==> config.mk <==
export PLATFORM = sky130hd
export DESIGN_NAME = shift_compute_sequencer_flat
export DESIGN_NICKNAME = d
export VERILOG_FILES = /design/src/rtl/shift_compute_sequencer_if.sv /design/src/rtl/shift_compute_sequencer.sv /design/src/flat_wrapper.sv
export SDC_FILE = /design/constraint.sdc
export NUM_CORES = 1
export LEC_CHECK = 0
export ABC_CLOCK_PERIOD_IN_PS = 3800
export BUFFER_PORTS_ARGS = -buffer_cell sky130_fd_sc_hd__buf_4
export CAP_MARGIN = 20
export CELL_PAD_IN_SITES_DETAIL_PLACEMENT = 1
export CELL_PAD_IN_SITES_GLOBAL_PLACEMENT = 1
export CORE_ASPECT_RATIO = 0.5
export CORE_MARGIN = 2
export CORE_UTILIZATION = 44
export CTS_CLUSTER_SIZE = 16
export DETAILED_ROUTE_END_ITERATION = 10
export GPL_ROUTABILITY_DRIVEN = 0
export HOLD_SLACK_MARGIN = 0.1
export PLACE_DENSITY = 0.81
export SLEW_MARGIN = 15
export SYNTH_ARGS = -nofsm -noshare
export SYNTH_HDL_FRONTEND = slang
export SYNTH_SLANG_ARGS = --single-unit
==> constraint.sdc <==
create_clock -name clk -period 3.8 [get_ports clk]
set_clock_uncertainty 0.1 [all_clocks]
set_input_delay 0.38 -clock clk [delete_from_list [all_inputs] [get_ports clk]]
set_output_delay 0.38 -clock clk [all_outputs]
set_load 0.05 [all_outputs]
==> src/rtl/shift_compute_sequencer_if.sv <==
// rtl/shift_compute_sequencer_if.sv - request/result handshake bundle for the shift/ALU tile sequencer
interface shift_compute_sequencer_if;
    logic [7:0] op_a;
    logic [7:0] op_b;
    logic [1:0] op_code;
    logic       in_valid;
    logic       in_ready;
    logic [7:0] out_data;
    logic       out_valid;
    logic       out_ready;

    modport master (
        output op_a, op_b, op_code, in_valid, out_ready,
        input  in_ready, out_data, out_valid
    );

    modport slave (
        input  op_a, op_b, op_code, in_valid, out_ready,
        output in_ready, out_data, out_valid
    );
endinterface

==> src/rtl/shift_compute_sequencer.sv <==
// rtl/shift_compute_sequencer.sv - serialises an operand pair into the shift/ALU tile and returns its result byte
module shift_compute_sequencer #(
    parameter int SETTLE = 0
) (
    input  logic                       clk,
    input  logic                       rst_n,
    shift_compute_sequencer_if.slave   bus,
    output logic                       ser_data,
    output logic                       cap_add,
    output logic                       cap_and,
    output logic [1:0]                 sel,
    input  logic [7:0]                 res_in,
    output logic                       busy
);

    localparam logic [2:0] S_IDLE    = 3'd0;
    localparam logic [2:0] S_SHIFT   = 3'd1;
    localparam logic [2:0] S_CAPTURE = 3'd2;
    localparam logic [2:0] S_SETTLE  = 3'd3;
    localparam logic [2:0] S_SAMPLE  = 3'd4;

    // With no settle padding the tile result is sampled straight after capture/shift.
    localparam logic [2:0] S_POST = (SETTLE == 0) ? S_SAMPLE : S_SETTLE;
    localparam int         SW     = (SETTLE > 1) ? $clog2(SETTLE) : 1;

    localparam logic [1:0] OP_ADD    = 2'd0;
    localparam logic [1:0] OP_AND    = 2'd1;
    localparam logic [1:0] OP_READ_B = 2'd2;

    logic [2:0]    state;
    logic [3:0]    cnt;
    logic [15:0]   data;
    logic [1:0]    op;
    logic [SW-1:0] settle_cnt;
    logic          out_valid_r;
    logic [7:0]    out_data_r;
    logic [1:0]    op_sel;

    assign bus.in_ready  = (state == S_IDLE) && !out_valid_r;
    assign bus.out_valid = out_valid_r;
    assign bus.out_data  = out_data_r;

    always_ff @(posedge clk or negedge rst_n) begin
        if (!rst_n) begin
            state       <= S_IDLE;
            cnt         <= 4'd0;
            data        <= 16'd0;
            op          <= 2'd0;
            settle_cnt  <= '0;
            out_valid_r <= 1'b0;
            out_data_r  <= 8'd0;
        end else begin
            if (out_valid_r && bus.out_ready) begin
                out_valid_r <= 1'b0;
            end
            case (state)
                S_IDLE: begin
                    if (bus.in_valid && bus.in_ready) begin
                        data  <= {bus.op_a, bus.op_b};
                        op    <= bus.op_code;
                        cnt   <= 4'd0;
                        state <= S_SHIFT;
                    end
                end
                S_SHIFT: begin
                    cnt <= cnt + 4'd1;
                    if (cnt == 4'd15) begin
                        settle_cnt <= '0;
                        // Raw reads must not see an extra clock, so they skip capture.
                        state      <= op[1] ? S_POST : S_CAPTURE;
                    end
                end
                S_CAPTURE: begin
                    settle_cnt <= '0;
                    state      <= S_POST;
                end
                S_SETTLE: begin
                    settle_cnt <= settle_cnt + SW'(1);
                    if (settle_cnt == SW'(SETTLE - 1)) begin
                        state <= S_SAMPLE;
                    end
                end
                S_SAMPLE: begin
                    out_data_r  <= res_in;
                    out_valid_r <= 1'b1;
                    state       <= S_IDLE;
                end
                default: state <= S_IDLE;
            endcase
        end
    end

    always_comb begin
        op_sel = 2'b00;
        case (op)
            OP_ADD:    op_sel = 2'b10;
            OP_AND:    op_sel = 2'b11;
            OP_READ_B: op_sel = 2'b00;
            default:   op_sel = 2'b01;
        endcase
    end

    assign ser_data = (state == S_SHIFT) ? data[4'd15 - cnt] : 1'b0;
    assign cap_add  = (state == S_CAPTURE) && (op == OP_ADD);
    assign cap_and  = (state == S_CAPTURE) && (op == OP_AND);
    assign sel      = (state == S_CAPTURE || state == S_SETTLE || state == S_SAMPLE) ? op_sel : 2'b00;
    assign busy     = (state != S_IDLE);

endmodule

==> src/flat_wrapper.sv <==
// flat-port wrapper written by rule: the top's interface ports become plain ports
module shift_compute_sequencer_flat 
#(
    parameter int SETTLE = 0
)
  (clk, rst_n, ser_data, cap_add, cap_and, sel, res_in, busy, bus_op_a, bus_op_b, bus_op_code, bus_in_valid, bus_out_ready, bus_in_ready, bus_out_data, bus_out_valid);
  shift_compute_sequencer_if bus_i ();
  input  logic clk;
  input  logic rst_n;
  output logic ser_data;
  output logic cap_add;
  output logic cap_and;
  output logic [1:0] sel;
  input  logic [7:0] res_in;
  output logic busy;
  input wire logic [$bits(bus_i.op_a)-1:0] bus_op_a;
  input wire logic [$bits(bus_i.op_b)-1:0] bus_op_b;
  input wire logic [$bits(bus_i.op_code)-1:0] bus_op_code;
  input wire logic [$bits(bus_i.in_valid)-1:0] bus_in_valid;
  input wire logic [$bits(bus_i.out_ready)-1:0] bus_out_ready;
  output wire logic [$bits(bus_i.in_ready)-1:0] bus_in_ready;
  output wire logic [$bits(bus_i.out_data)-1:0] bus_out_data;
  output wire logic [$bits(bus_i.out_valid)-1:0] bus_out_valid;
  assign bus_i.op_a = bus_op_a;
  assign bus_i.op_b = bus_op_b;
  assign bus_i.op_code = bus_op_code;
  assign bus_i.in_valid = bus_in_valid;
  assign bus_i.out_ready = bus_out_ready;
  assign bus_in_ready = bus_i.in_ready;
  assign bus_out_data = bus_i.out_data;
  assign bus_out_valid = bus_i.out_valid;
  shift_compute_sequencer #(.SETTLE(SETTLE)) u_core (.clk(clk), .rst_n(rst_n), .bus(bus_i), .ser_data(ser_data), .cap_add(cap_add), .cap_and(cap_and), .sel(sel), .res_in(res_in), .busy(busy));
endmodule
==> results of run 1 <==
## cells in the mapped netlist, types with 2 or more instances
master / instances
a21oi_1: 5
mux4_2: 2
clkbuf_1: 2
inv_1: 2
buf_2: 2
dfrtp_1: 35
o21ai_0: 5
mux2i_1: 5
nor2_1: 6
buf_6: 3
mux2_4: 15
a31oi_1: 2
mux2_2: 11
nor2b_1: 3
nand3_1: 2
nand2_1: 8
## critical path: stages (launching register included)
cell and delay [ps]:
dfrtp_1 520, nor3_2 700, a21oi_1 130, nor2b_1 150, buf_4 210
## state kept, by name (all words and copies together) (netlist names)
| signal | cells |
|---|---|
| u_core.data | 16 |
| u_core.bus.out_valid | 1 |
| u_core.bus.out_data | 8 |
| u_core.settle_cnt | 1 |
| u_core.state | 3 |
| u_core.cnt | 4 |
| u_core.op | 2 |
## power breakdown
part	internal (mW)	switching [mW]
sequential	0.539	0.165
clock	0.192	0.130
combinational	0.408	0.426
## placed cells by master, fill, tap and decap left out, drive strengths merged
cell,Yosys,layout
a21o,1,1
a21oi,5,5
a31oi,2,2
and2,1,1
and3,1,1
buf,5,45
bufinv,0,1
clkbuf,2,6
dfrtp,35,35
dlygate4sd3,0,1
ha,1,1
inv,2,2
mux2,26,26
mux2i,5,5
mux4,2,2
nand2,8,8
nand2b,2,2
nand3,2,2
nand3b,1,1
nand4,1,1
nor2,6,6
nor2b,3,3
nor3,2,2
nor3b,1,1
nor4,1,1
nor4b,1,1
o2111ai,1,1
o211ai,1,1
o21ai,5,5
o31ai,1,1
or3,1,1
or3b,1,1
xnor2,1,1
## area by class of cell
class / count / area, um2 / share of cell area
Clock buffer: 6 / 72.6 / 0.0339
Inverter: 2 / 7.51 / 0.00350
Timing Repair Buffer: 46 / 348 / 0.162
Clock inverter: 1 / 30.0 / 0.0140
Multi-Input combinational cell: 83 / 744 / 0.348
Tap cell: 51 / 63.8 / 0.0298
Sequential cell: 35 / 876 / 0.409
## kinds of logic after synthesis
| group | count (synthesis) |
|---|---|
| AOI/OAI and AO/OA | 16 |
| xor gates and xnor gates | 1 |
| adders and majority gates | 1 |
| buffers and inverters | 9 |
| DFF | 35 |
| muxes | 33 |
| and+or+nand+nor | 32 |
## layer usage
metal,wire [um],part of all wire
met1,1780,0.48
met4,17,0.0046
met5,0,0
met3,106,0.029
met2,1820,0.49
## how the worst min path moves through the flow
stage	start	endpoint	depth (start not counted)
2_1_floorplan	rst_n	u_core.bus.out_data[0]	0
3_3_place_gp	rst_n	u_core.bus.out_data[5]	1
3_5_place_dp	rst_n	u_core.bus.out_data[3]	1
4_1_cts	bus_op_b[6]	u_core.data[6]	2
5_1_grt	bus_op_a[7]	u_core.data[15]	2
6_report	bus_op_b[6]	u_core.data[6]	2
## repair_timing
| item | CTS | global route |
|---|---|---|
| hold buffers | 1 | 0 |
| buffers inserted | 0 | 0 |
| endpoints found under the hold margin | 35 | 0 |
## per-stage QoR
step                total power, mW  hold slack, ps
floorplan                      1.39           -15.6
global placement               1.51             256
detailed placement             1.54             261
CTS                            1.88             214
global route                   1.98             213
finish                         1.86             221
==> flow_summary_export.csv, run 1 <==
group,metric,value,unit
status,status,"completed",
grt,use_met1,0.250,
critical_path,critPathLaunch,"u_core.state[1]",
grt,grt_antenna_before_repair,0,
finish,area_growth,27.6,%
finish,instances_no_fill,224,
placement,place_ws,1610,ps
synthesis,synth-xor-area-share,0.00522,
timing,tns,0,ps
synthesis,postSynthCellCount,127,
synthesis,yosys.area.top_type,"dfrtp_1",
critical_path,worst_ep_arrival_time,2000,ps
critical_path,crit_end,"sel[0]",
route,drc,0,
synthesis,synth_fp_nets,158,
grt,use_met2,0.333,
grt,grt_max_degree,36,
pwr,pwr_density_cell,868,mW/mm2
timing,timing.fmax,403,MHz
finish,num-nets-final,204,
pwr,worst_ir_drop_vdd,446,uV
synthesis,yosys_warnings,0,
critical_path,crit_path_start_kind,"flop",
timing,slew_headroom,0.485,
clocking,cts_buffers,5,
synthesis,async_reset_ff_frac,1.00,
clocking,cts.clk_slew.worst_paths,70,ps
placement,portBuffers,45,
critical_path,reg2reg_depth,3,
placement,dp_hpwl,2700,um
synthesis,synthMuxAreaShare,0.265,
timing,tightest_slew,768,ps
clocking,clk_path_buf_depth,2,
critical_path,end_kind,"output pin",
critical_path,worstPathRequired,3320,ps
timing,period_share,0.653,
route,via_per_inst,5.14,
synthesis,synthTopCellsByArea,"dfrtp_1, mux2_4, mux2_2",
synthesis,synth_top_family_by_area,"multiplexers",
grt,grt.overflow.total,0,
synthesis,syn_avg_cell_area,13.2,um2
grt,met3_usage,0.0425,
critical_path,worstReg2RegStart,"u_core.state[1]",
clocking,ctsResizeCount,0,
clocking,clock_latency,280,ps
grt,grt_pass1_wl,6100,um
clocking,clock-sinks,35,
synthesis,synthAdderAreaFrac,0.00745,
floorplan,dieHeight,47.7,um
critical_path,cp_max_fo,13,
synthesis,synth_compound_area_frac,0.0559,
synthesis,yosysSeqAreaShare,0.522,
route,dr.pass1.iters,4,
floorplan,coreArea,0.00355,mm2
synthesis,synth_top_cell_area_share,0.522,
placement,placed_area,0.00203,mm2
run,maxCapViolations,0,
finish,antenna_cells,0,
finish,finish.utilization,0.604,
finish,fillers,377,
timing,maxSlewViolCount,0,
timing,hold_viol_final,0,
synthesis,synthFlopType,"dfrtp_1",
floorplan,pin_count,46,
critical_path,reg2reg_setup_slack,1880,ps
route,ant_nets,0,
clocking,clock-root-buffer,"clkbuf_8",
timing,rsz0062_at_grt,"no",
synthesis,synth-seq-cells,35,
floorplan,die_w,91.4,um
timing,setup_viol,0,
critical_path,timing.rr.end,"u_core.data[4]",
timing,period_needed,2480,ps
grt,grt_pass1_vias,1214,
synthesis,syn-cell-area,0.00168,mm2
critical_path,worst-setup-path-type,"reg -> out",
pwr,p_leak,1.05,nW
grt,gr-max-usage-layer,"met2",
synthesis,synth_simple_gate_area_frac,0.110,
route,via_count,1151,
finish,drive_above_1_share,0.480,
finish,stdcell_area,0.00214,mm2
floorplan,dieArea,0.00436,mm2
clocking,cts_tree,"done",
grt,grt_use_total,0.191,
route,avgRoutedWirePerCell,16.6,um
route,drt-total-wl,3720,um
synthesis,yosysUniqueCellTypes,35,
floorplan,rows,15,
synthesis,synth-edff-count,0,
clocking,h-tree-depth,2,
min_path,hold_class,"in -> reg",
placement,dp.cells,216,
route,drt-initial-drc-count,24,
floorplan,initial_core_util,0.473,
timing,layout_setup_ws,1320,ps
No activity file was read; power rests on OpenSTA's default activity.
==> run 2, diff against run 1 <==
- ABC_CLOCK_PERIOD_IN_PS: 3800 -> 2500
- CORE_UTILIZATION: 44 -> 41
- PLACE_DENSITY: 0.81 -> 0.76
- clock period: 3.8 -> 2.5 ns (I/O delays scaled with it)
==> flow_summary_export.csv, run 2 (synthesized netlist as in run 1, its figures left out) <==
group,metric,value,unit
status,status,"completed",
route,via_per_inst,4.89,
finish,top_register,"u_core.data",
run,maxCapViolations,0,
grt,grt_pass1_vias,1395,
critical_path,worstReg2RegStart,"u_core.state[1]",
clocking,ctsResizeCount,0,
placement,dp_hpwl,2700,um
timing,timing.fmax,457,MHz
finish,final_cell_mix,"buf_4, dfrtp_1, dlygate4sd3_1, mux2_4, mux2_2",
route,drc,0,
floorplan,coreArea,0.00392,mm2
timing,tightest_slew,547,ps
pwr,pwr_density_cell,1170,mW/mm2
timing,setup_viol,0,
timing,hold_viol_final,0,
critical_path,worst_ep_arrival_time,1840,ps
route,drt-total-wl,4050,um
pwr,pwr-share-comb,0.480,
critical_path,end_kind,"output pin",
timing,slew_headroom,0.634,
critical_path,worstPathRequired,2150,ps
pwr,worst_ir_drop_vdd,621,uV
critical_path,critical_path.max_stage_delay,570,ps
pwr,intPower,1.69,mW
clocking,post-cts-setup-buffer-count,0,
pwr,p_leak,1.17,nW
grt,use_met2,0.326,
route,via_count,1247,
clocking,h-tree-depth,2,
route,ant_nets,0,
critical_path,crit_path_start_kind,"flop",
clocking,cts_buffers,5,
floorplan,dieArea,0.00465,mm2
finish,drive_above_1_share,0.438,
clocking,cts_tree,"done",
timing,rsz0062_at_grt,"no",
route,avgRoutedWirePerCell,15.9,um
route,dr.pass1.iters,4,
critical_path,worst-setup-path-type,"reg -> out",
finish,final_common_cell,"buf_4",
pwr,clock_power_share,0.146,
clocking,cts.clk_slew.worst_paths,70,ps
pwr,sequentialPowerShare,0.374,
grt,grt_antenna_before_repair,0,
critical_path,crit_end,"ser_data",
pwr,swShare,0.400,
grt,grt_use_total,0.203,
timing,hold_slack,163,ps
timing,tns,0,ps
grt,grt_max_degree,36,
clocking,hold_buffers,26,
critical_path,timing.rr.end,"u_core.data[3]",
clocking,clk_path_buf_depth,2,
floorplan,die_w,94.5,um
route,drt-initial-drc-count,61,
placement,portBuffers,45,
critical_path,reg2reg_depth,3,
floorplan,pin_count,46,
clocking,clock-sinks,35,
critical_path,cp_slowest_cell,"dfrtp_1",
floorplan,initial_core_util,0.428,
floorplan,dieHeight,49.3,um
finish,largest_reg_flops,16,
critical_path,reg2reg_setup_slack,590,ps
timing,maxSlewViolCount,0,
grt,grt_pass1_wl,6960,um
critical_path,critPathLaunch,"u_core.state[0]",
floorplan,rows,16,
min_path,hold_class,"in -> reg",
finish,antenna_cells,0,
critical_path,cp_max_fo,11,
pwr,p_switching,1.13,mW
timing,period_share,0.876,
grt,met3_usage,0.0572,
critical_path,path_cells,"or3b_2 -> a21oi_1 -> buf_4",
pwr,p_total,2.82,mW
grt,grt.overflow.total,0,
finish,num-nets-final,232,
clocking,clock_latency,280,ps
grt,use_met1,0.262,
timing,period_needed,2190,ps
finish,area_growth,44.0,%
clocking,clock-root-buffer,"clkbuf_8",
grt,gr-max-usage-layer,"met2",
## run 2: how the worst min path moves through the flow
stage	start	to	slack, ps	cells past startpoint
6_report	bus_out_ready	u_core.bus.out_valid	160	3
5_1_grt	bus_out_ready	u_core.bus.out_valid	160	3
4_1_cts	bus_op_b[3]	u_core.data[3]	100	2
3_5_place_dp	rst_n	u_core.bus.out_data[2]	130	1
3_3_place_gp	rst_n	u_core.bus.out_data[3]	120	1
2_1_floorplan	rst_n	u_core.bus.out_data[0]	-150	0
## run 2: metrics by stage
| stage | util | worst slack [ps] | instances | cell area [um2] |
|---|---|---|---|---|
| after floorplan | - | 260 | 127 | 1690 |
| after global placement | 0.525 | 659 | 221 | 2060 |
| after detailed placement | 0.525 | 592 | 221 | 2060 |
| after CTS | 0.614 | 314 | 254 | 2410 |
| after global routing | 0.616 | 217 | 255 | 2420 |
| final | 0.616 | 310 | 255 | 2420 |
## run 2: routing by layer
layer / vias up / wire (um)
li1: 603 / -
met1: 613 / 1910
met2: 27 / 1980
met3: 4 / 112
met4: 0 / 53
met5: - / 0
## run 2: critical path, delay by kind of cell (launching register included)
kind            cells  cell delay [ps]
flops               1              570
compound gates      1              190
simple gates        1              560
buf+inv             1              230
## run 2: cell type report
type                    instances  area, um2
fillers                       423       1510
multi-input cells              83        757
repair buffers                 74        623
clock buffers                   6       82.6
well taps                      54       67.6
clock inverters                 1       5.00
flip-flops and latches         35        876
inverters                       2       7.51
## run 2: power by group through the flow
stage / clock network [mW] / logic, mW / registers, mW
global placement: 0 / 1.27 / 1.04
detailed placement: 0 / 1.32 / 1.06
finish: 0.414 / 1.35 / 1.06
floorplan: 0 / 0.910 / 1.21
global route: 0.449 / 1.44 / 1.10
CTS: 0.425 / 1.35 / 1.05
==> run 3, diff against run 2 <==
- ABC_AREA: not set -> 1
- CORE_UTILIZATION: 41 -> 38
- PLACE_DENSITY: 0.76 -> 0.75
==> flow_summary_export.csv, run 3 <==
group,metric,value,unit
pwr,p_leak,1.20,nW
synthesis,synthMuxAreaShare,0.0693,
timing,hold_slack,215,ps
grt,grt.overflow.total,0,
pwr,worst_ir_drop_vdd,374,uV
finish,multi_input_area,649,um2
pwr,swShare,0.485,
placement,dp.cells,281,
pwr,pwr_density_cell,1380,mW/mm2
synthesis,synth-seq-cells,35,
synthesis,synth_fp_nets,215,
critical_path,cpMostUsedCell,"nand3_1",
finish,final_cell_mix,"nand2_1, buf_4, dfrtp_1, dlygate4sd3_1, inv_1",
timing,tightest_slew,442,ps
finish,regArea,876,um2
synthesis,synthTopCellsByCount,"nand2_1, dfrtp_1, inv_1",
finish,num-nets-final,290,
route,ant_nets,0,
pwr,clock_power_share,0.138,
clocking,clock-sinks,35,
clocking,post-cts-setup-buffer-count,0,
timing,hold_viol_final,0,
grt,grt_use_total,0.198,
floorplan,coreArea,0.00432,mm2
timing,rsz0062_at_grt,"no",
floorplan,dieArea,0.00500,mm2
finish,antenna_cells,0,
grt,gr-max-usage-layer,"met2",
critical_path,critical_path.max_stage_delay,560,ps
synthesis,async_reset_ff_frac,1.00,
synthesis,postSynthCellCount,184,
route,avgRoutedWirePerCell,13.8,um
floorplan,initial_core_util,0.389,
pwr,pwr-share-comb,0.550,
finish,instances_no_fill,317,
finish,largest_reg_flops,16,
grt,use_met2,0.339,
timing,slew_headroom,0.705,
finish,final_common_cell,"nand2_1",
grt,use_met1,0.249,
timing,tns,0,ps
pwr,p_total,3.33,mW
finish,area_growth,44.3,%
finish,drive_above_1_share,0.273,
critical_path,worst-setup-path-type,"reg -> out",
synthesis,synth_simple_gate_area_frac,0.212,
finish,top_register,"u_core.data",
synthesis,synthFlopType,"dfrtp_1",
grt,grt_max_degree,37,
pwr,p_switching,1.62,mW
finish,fillers,510,
pwr,intPower,1.72,mW
critical_path,end_kind,"output pin",
pwr,sequentialPowerShare,0.312,
min_path,hold_class,"in -> reg",
clocking,h-tree-depth,2,
synthesis,synthTopCellsByArea,"dfrtp_1, nand2_1, o21ai_0",
critical_path,path_cells,"inv_2 -> nand2_1 -> nand3_1 -> nand3_1 -> nand3_1 -> a21oi_1 -> buf_4",
synthesis,synth_top_family_by_area,"simple AND/OR/NAND/NOR gates",
synthesis,synth_top_cell_area_share,0.522,
timing,timing.fmax,471,MHz
placement,portBuffers,45,
synthesis,synthAdderAreaFrac,0.00745,
route,drt-initial-drc-count,25,
run,maxCapViolations,0,
synthesis,yosysSeqAreaShare,0.522,
route,via_per_inst,4.72,
floorplan,pin_count,46,
grt,grt_antenna_before_repair,0,
critical_path,worst_ep_arrival_time,1770,ps
route,drt-total-wl,4390,um
placement,dp_hpwl,2810,um
floorplan,rows,17,
clocking,cts_tree,"done",
synthesis,synth-edff-count,0,
floorplan,die_w,98.0,um
synthesis,syn_avg_cell_area,9.13,um2
route,dr.pass1.iters,4,
critical_path,worstPathRequired,2150,ps
clocking,cts.clk_slew.worst_paths,70,ps
synthesis,yosys.area.top_type,"dfrtp_1",
synthesis,yosysMostFrequentCell,"nand2_1",
synthesis,synth-xor-area-share,0.00522,
clocking,clock-root-buffer,"clkbuf_8",
route,via_count,1496,
floorplan,dieHeight,51.0,um
timing,setup_viol,0,
timing,period_needed,2120,ps
synthesis,synth_compound_area_frac,0.0931,
route,drc,0,
critical_path,crit_path_start_kind,"flop",
clocking,cts_buffers,5,
clocking,clk_path_buf_depth,2,
synthesis,yosysUniqueCellTypes,26,
critical_path,cp_max_fo,11,
timing,period_share,0.849,
synthesis,yosys_warnings,0,
synthesis,syn-cell-area,0.00168,mm2
clocking,clock_latency,290,ps
timing,maxSlewViolCount,0,
status,status,"completed",
grt,met3_usage,0.0588,
grt,grt_pass1_vias,1626,
grt,grt_pass1_wl,7690,um
critical_path,cp_slowest_cell,"dfrtp_1",
==> run 3: cell count changes after synthesis, sizes merged, moves of 2 or more <==
cell and delta:
nand2b -2, inv +26, mux2 -18, mux2i -5, o22ai +2, clkbuf -2
nand2 +40, a31oi -2, nor2b -3, nand3 +15, o21ai +19, mux4 -2
==> run 3: area by class of cell <==
type,instances,share of cell area
well taps,57,0.0294
clock buffers,8,0.0413
flip-flops and latches,35,0.362
inverters,28,0.0444
repair buffers,73,0.255
multi-input cells,116,0.268
==> run 3: path summary, 6_finish.rpt <==
| kind | startpoint | to | slack, ps | cells after the start |
|---|---|---|---|---|
| max | u_core.cnt[0] | ser_data | 380 | 7 |
| min reg2reg | u_core.settle_cnt | u_core.settle_cnt | 400 | 2 |
| min | bus_in_valid | u_core.state[0] | 210 | 3 |
| max reg2reg | u_core.cnt[0] | u_core.state[0] | 930 | 6 |
| max in group asynchronous | rst_n | u_core.cnt[3] | 1650 | 2 |
| min in group asynchronous | rst_n | u_core.op[0] | 340 | 2 |
==> run 3: cell families after synthesis <==
kind of cell,count (synthesis)
adders and majority gates,1
muxes,8
AOI/OAI and AO/OA,30
DFF,35
buffers and inverters,33
and+or+nand+nor,76
xor gates and xnor gates,1
==> run 3: worst max-delay path, delay by kind of cell, from the launching register on <==
kind | cells | cell delay, ps
compound gates | 1 | 150
flops | 1 | 560
buf+inv | 2 | 380
simple gates | 4 | 370
==> run 3: through the flow <==
stage | setup WS (ps) | utilization | area [um2]
6_report | 378 | 0.561 | 2420
5_1_grt | 250 | 0.561 | 2420
4_1_cts | 351 | 0.559 | 2410
3_5_place_dp | 689 | 0.473 | 2040
3_3_place_gp | 806 | 0.473 | 2040
2_1_floorplan | 452 | - | 1680
==> run 3: power by group through the flow <==
stage | combinational, mW | sequential (mW) | clock [mW]
floorplan | 1.12 | 1.24 | 0
global placement | 1.72 | 1.03 | 0
detailed placement | 1.78 | 1.05 | 0
CTS | 1.83 | 1.04 | 0.474
global route | 2.01 | 1.08 | 0.496
finish | 1.83 | 1.04 | 0.459
==> run 3: repair_timing <==
action,in CTS,in global routing
hold buffers,27,1
endpoints found under the hold margin,61,1
resized for setup,0,0
==> run 3: metal layers <==
metal / vias up / part of all wire
met5: - / 0
met4: 0 / 0.012
met3: 7 / 0.045
met2: 29 / 0.48
met1: 726 / 0.46
li1: 734 / -
